## src/rtl/mem_bist_ctrl_pkg.sv

```systemverilog
// Shared definitions for the memory BIST controller: state encodings,
// the march data pattern and the pass-sequencing helper.
package mem_bist_ctrl_pkg;

  // 3-bit state encodings (legacy-compatible constants)
  localparam logic [2:0] ST_IDLE = 3'd0;
  localparam logic [2:0] ST_W0   = 3'd1;
  localparam logic [2:0] ST_R0   = 3'd2;
  localparam logic [2:0] ST_W1   = 3'd3;
  localparam logic [2:0] ST_R1   = 3'd4;
  localparam logic [2:0] ST_DONE = 3'd5;
  localparam logic [2:0] ST_FAIL = 3'd6;

  // Pattern word for index idx: idx + offset, wrapping mod 2^32
  function automatic logic [31:0] bist_pattern(input logic [31:0] idx,
                                               input logic [31:0] offset);
    return idx + offset;
  endfunction

  // True for the four march passes (the states in which the test is running)
  function automatic logic is_pass_state(input logic [2:0] s);
    return (s == ST_W0) || (s == ST_R0) || (s == ST_W1) || (s == ST_R1);
  endfunction

  // State that follows a completed pass: W0 -> R0 -> W1 -> R1 -> DONE
  function automatic logic [2:0] next_pass(input logic [2:0] s);
    logic [2:0] n;
    case (s)
      ST_W0:   n = ST_R0;
      ST_R0:   n = ST_W1;
      ST_W1:   n = ST_R1;
      ST_R1:   n = ST_DONE;
      default: n = ST_IDLE;
    endcase
    return n;
  endfunction

endpackage

```

## src/rtl/mem_bist_ctrl.sv

```systemverilog
// Initiator-side march BIST controller for a data_memory port with
// synchronous write and combinational read. Runs write-P, read-P,
// write-~P, read-~P over N_WORDS locations and stops at the first
// mismatch, holding the failing address, expected word and read data.
//
// Run handshake: START is a request that is accepted on any rising edge
// where the controller is not BUSY (IDLE, DONE or FAIL). Acceptance is
// visible as BUSY=1 after that edge; BUSY then stays high for exactly
// 4*N_WORDS cycles unless a mismatch or RST ends the run early. START
// seen while BUSY is ignored; START held high in DONE/FAIL restarts at
// once. RST wins over START.
module mem_bist_ctrl
  import mem_bist_ctrl_pkg::*;
#(
  parameter int unsigned N_WORDS   = 10,
  parameter logic [31:0] BASE_ADDR = 32'h0,
  parameter logic [31:0] ADDR_STEP = 32'd1,
  parameter logic [31:0] OFFSET    = 32'd3
) (
  input  logic        CLK,
  input  logic        RST,
  input  logic        START,
  output logic        BUSY,
  output logic        DONE,
  output logic        FAIL,
  output logic [31:0] FAIL_ADDR,
  output logic [31:0] FAIL_EXP,
  output logic [31:0] FAIL_DATA,
  output logic        MEM_WE,
  output logic [31:0] MEM_A,
  output logic [31:0] MEM_WD,
  input  logic [31:0] MEM_RD,
  output logic [2:0]  DBG_STATE
);

  localparam int unsigned IW = $clog2(N_WORDS + 1);
  localparam logic [IW-1:0] LAST_IDX = IW'(N_WORDS - 1);

  logic [2:0]    state, state_nxt;
  logic [IW-1:0] idx, idx_nxt;
  logic [31:0]   idx_w;
  logic [31:0]   cur_addr;
  logic [31:0]   pat;
  logic [31:0]   exp_word;
  logic          in_pass;
  logic          is_read;
  logic          inv_pass;
  logic          mismatch;
  logic          last_word;
  logic          cap_load;
  logic          cap_clear;

  // Datapath decode: address, pattern and read-compare for the current word
  always_comb begin
    idx_w     = 32'(idx);
    in_pass   = is_pass_state(state);
    is_read   = (state == ST_R0) || (state == ST_R1);
    inv_pass  = (state == ST_W1) || (state == ST_R1);
    cur_addr  = BASE_ADDR + idx_w * ADDR_STEP;
    pat       = bist_pattern(idx_w, OFFSET);
    exp_word  = inv_pass ? ~pat : pat;
    mismatch  = is_read && (MEM_RD != exp_word);
    last_word = (idx == LAST_IDX);
  end

  // Next-state and index sequencing
  always_comb begin
    state_nxt = state;
    idx_nxt   = idx;
    cap_load  = 1'b0;
    cap_clear = 1'b0;
    case (state)
      ST_IDLE, ST_DONE, ST_FAIL: begin
        if (START) begin
          state_nxt = ST_W0;
          idx_nxt   = '0;
          cap_clear = 1'b1;
        end
      end
      ST_W0, ST_R0, ST_W1, ST_R1: begin
        if (mismatch) begin
          // A mismatch on the last word still lands in FAIL
          state_nxt = ST_FAIL;
          idx_nxt   = '0;
          cap_load  = 1'b1;
        end else if (last_word) begin
          state_nxt = next_pass(state);
          idx_nxt   = '0;
        end else begin
          idx_nxt = idx + IW'(1);
        end
      end
      default: begin
        state_nxt = ST_IDLE;
        idx_nxt   = '0;
      end
    endcase
  end

  // State, index and failure-capture registers
  always_ff @(posedge CLK) begin
    if (RST) begin
      state     <= ST_IDLE;
      idx       <= '0;
      FAIL_ADDR <= '0;
      FAIL_EXP  <= '0;
      FAIL_DATA <= '0;
    end else begin
      state <= state_nxt;
      idx   <= idx_nxt;
      if (cap_clear) begin
        FAIL_ADDR <= '0;
        FAIL_EXP  <= '0;
        FAIL_DATA <= '0;
      end else if (cap_load) begin
        FAIL_ADDR <= cur_addr;
        FAIL_EXP  <= exp_word;
        FAIL_DATA <= MEM_RD;
      end
    end
  end

  // Outputs decoded from registered state only; MEM_RD never reaches MEM_*
  always_comb begin
    BUSY      = in_pass;
    DONE      = (state == ST_DONE);
    FAIL      = (state == ST_FAIL);
    MEM_WE    = (state == ST_W0) || (state == ST_W1);
    MEM_A     = in_pass ? cur_addr : 32'h0;
    MEM_WD    = in_pass ? exp_word : 32'h0;
    DBG_STATE = state;
  end

endmodule
```

## config.mk

```make
export PLATFORM = sky130hd
export DESIGN_NAME = mem_bist_ctrl
export DESIGN_NICKNAME = d
export VERILOG_FILES = /design/src/rtl/mem_bist_ctrl_pkg.sv /design/src/rtl/mem_bist_ctrl.sv
export SDC_FILE = /design/constraint.sdc
export NUM_CORES = 1
export LEC_CHECK = 0
export CORE_ASPECT_RATIO = 1.2
export CORE_MARGIN = 4
export CORE_UTILIZATION = 35
export DETAILED_ROUTE_END_ITERATION = 6
export PLACE_DENSITY = 0.79
export SLEW_MARGIN = 20
export SYNTH_ARGS = -nofsm -noshare
export SYNTH_HDL_FRONTEND = slang
export SYNTH_SLANG_ARGS = --single-unit
export TNS_END_PERCENT = 50
```

## constraint.sdc

```tcl
create_clock -name CLK -period 2.5 [get_ports CLK]
set_input_delay 0.25 -clock CLK [delete_from_list [all_inputs] [get_ports CLK]]
set_output_delay 0.25 -clock CLK [all_outputs]
set_load 0.02 [all_outputs]
```

==> results_dict.tcl <==
set metrics [dict create \
    outcome "finished clean" \
    antenna_found_initial 0 \
    drc 0 \
    synth_seq_area_share_pct 28.1 \
    critPathMostFrequentCell "buf_4" \
    clock_latency_ns 0.29 \
    period_minus_slack_ns 2.39 \
    yosysTopAreaCell "dfxtp_1" \
    ctsRootBufferMaster "clkbuf_16" \
    synth_seq_cells 49 \
    crit_chain "buf_4, nor2_1, xor2_1, buf_4, inv_1, and2_1, clkdlybuf4s50_1" \
    start_util_pct 36.3 \
    final_cell_mix "clkdlybuf4s50_1, nand2_1, conb_1, dfxtp_1, mux2i_1" \
    worst_ir_drop_vdd_v 0.000288 \
    nets 562 \
    slowest_delay_ns 0.60 \
    io_buffers 145 \
    firstDrtPassIters 4 \
    coreArea_sq_um 9610 \
    drive_gt1_share_pct 8.76 \
    yosysUniqueCellTypes 52 \
    ant_nets 0 \
    grt_pass1_vias 2884 \
    final-setup-viol-count 0 \
    clock.fmax_ghz 0.419 \
    syn-instance-count 426 \
    p_leak_nw 1.73 \
    syn2layout_area_growth_pct 36.0 \
    async_flop_share_pct 0 \
    drv_slew 0 \
    path_buf_inv 4 \
    wirelength_mm 9.18 \
    avgViaCountPerCell 4.53 \
    grt_overflow_total 0 \
    synth-edff-count 0 \
    die_x_microns 99.1 \
    hold_viol 0 \
    synthTopCellsByArea "dfxtp_1, buf_4, mux2i_1" \
    grt_use_total_pct 14.5 \
    crit_family "buffers and inverters" \
    dp_hpwl_mm 7.30 \
    cap_viol_max_count 0 \
    start_kind "flop" \
    netlist_area_sq_um 3490 \
    path_max_fanout 12 \
    end_kind "output pin" \
    max_slew_margin_pct 48.6 \
    synth_ff_type "dfxtp_1" \
    core.rowCount 39 \
    grt_start_max_net_pins 48 \
    grt_setup_unrepaired "no" \
    clk_pin_slew_worst_paths_ns 0.07 \
    required_ns 2.25 \
    yosysWarnings 0 \
    worstMarginPinSlew_ns 0.769 \
    grt_pass1_wl_mm 14.1 \
    final_util_pct 49.3 \
    dieArea_sq_um 11600 \
    critical_path_arrival_ns 2.14 \
    cts_tree "yes" \
    insertedDiodeCount 0 \
    timing_worst_setup_path_type "flop to output pin" \
    ios 202 \
    wire_per_inst_microns 14.2 \
    hp-class "flop to flop" \
    drt_iter0_drc 104 \
    cts_sinks 49 \
    period_share_pct 95.4 \
    clk_path_buf_depth 2 \
    avgSynthCellArea_sq_um 8.19 \
    power.density_nw_per_um2 508 \
    final_common_cell "clkdlybuf4s50_1" \
    cts_max_level 2 \
    vias 2934 \
    die_h_microns 117 \
    cts_hold_buf 0 \
    finClkSkew_ns 0.00694 \
    synth_top_area_share_pct 28.1 \
    cts_buffers 5 \
    finalWeightedCongestion 0.882 \
    slowest_stage "clkdlybuf4s50_1" \
    fin_tns_setup_ns 0 \
]
[path summary, 6_finish.rpt]
path	startpoint	end	slack, ns	cells past startpoint
setup / recovery	DBG_STATE[0]	MEM_A[2]	0.11	7
hold / removal	FAIL_DATA[10]	FAIL_DATA[10]	0.46	2
setup reg to reg	idx[0]	FAIL_DATA[15]	0.14	9
hold reg to reg	FAIL_DATA[10]	FAIL_DATA[10]	0.46	2
[cell families after synthesis]
| group | count (synthesis) | share of synthesized area [%] |
|---|---|---|
| other cells | 1 | 0.108 |
| flops | 49 | 28.1 |
| buf+inv | 138 | 28.0 |
| mux | 42 | 12.1 |
| simple gates | 149 | 20.1 |
| xor+xnor | 15 | 4.16 |
| fa+ha+maj | 3 | 1.08 |
| compound gates | 29 | 6.35 |
[cells in the mapped netlist, types with 2 or more instances]
cell / count
buf_4: 108
nand2_1: 86
dfxtp_1: 49
mux2i_1: 41
nor2_1: 17
clkbuf_1: 12
nand4_1: 9
nor4_1: 8
xnor2_1: 8
buf_6: 6
inv_1: 6
xor2_1: 6
a21oi_1: 5
buf_2: 5
nand3_1: 5
nor3_1: 5
ha_1: 3
nor2b_1: 3
nor3_2: 3
a31oi_1: 2
and2_1: 2
and3b_1: 2
o2111ai_1: 2
o211ai_1: 2
o21ai_1: 2
o22ai_1: 2
or2_2: 2
[metrics by stage]
step / cells / hold slack [ns] / total power [mW] / area [sq um] / worst slack, ns
finish: 648 / 0.462 / 2.41 / 4740 / 0.115
global placement: 638 / 0.445 / 1.70 / 4540 / 0.132
floorplan: 481 / 0.319 / 1.45 / 3690 / 0.134
global route: 648 / 0.478 / 2.54 / 4740 / 0.0167
detailed placement: 638 / 0.447 / 1.72 / 4540 / 0.0471
CTS: 646 / 0.462 / 2.40 / 4680 / 0.0426
[per-layer routing]
layer  share of wire [%]  wire, microns  global-route usage, %  vias up
li1                    -              -                      -     1442
met1                  38           3470                   15.8     1354
met2                  54           4940                   27.4      130
met3                 7.2            661                   2.85        8
met4                 1.2            108                   4.70        0
met5                   0              0                      0        -
[power by group]
part,switching [mW],total [mW],leakage (nW),internal (mW)
logic,0.548,0.919,1.26,0.370
clock network,0.303,0.676,0.0712,0.374
registers,0.0160,0.814,0.395,0.798
total,0.867,2.41,1.73,1.54
[cell type report]
cell class              instances  area [sq um]
fillers                       901          4870
clock buffers                   6           129
repair buffers                167          1660
clock inverters                 2          13.8
flip-flops and latches         49           981
well taps                     123           154
multi-input cells             294          1780
inverters                       7          26.3
[registers in the layout, summed over array words and instances, names as in the netlist]
name       count
idx            4
FAIL_EXP       6
FAIL_DATA     32
DBG_STATE      3
FAIL_ADDR      4
[worst min-delay path, cell delays in order (launching register included)]
cell and delay [ns]:
dfxtp_1 0.31, nand2_1 0.05, mux2i_1 0.05
[timing repair]
item / in CTS / in global routing
endpoints found under the hold margin: 0 / 0
buffers inserted: 0 / 1
setup endpoints to repair: 29 / 46
gates resized for setup: 2 / 4
cloned: 0 / 1
pin swaps: 0 / 2
No activity file was read; power rests on OpenSTA's default activity.
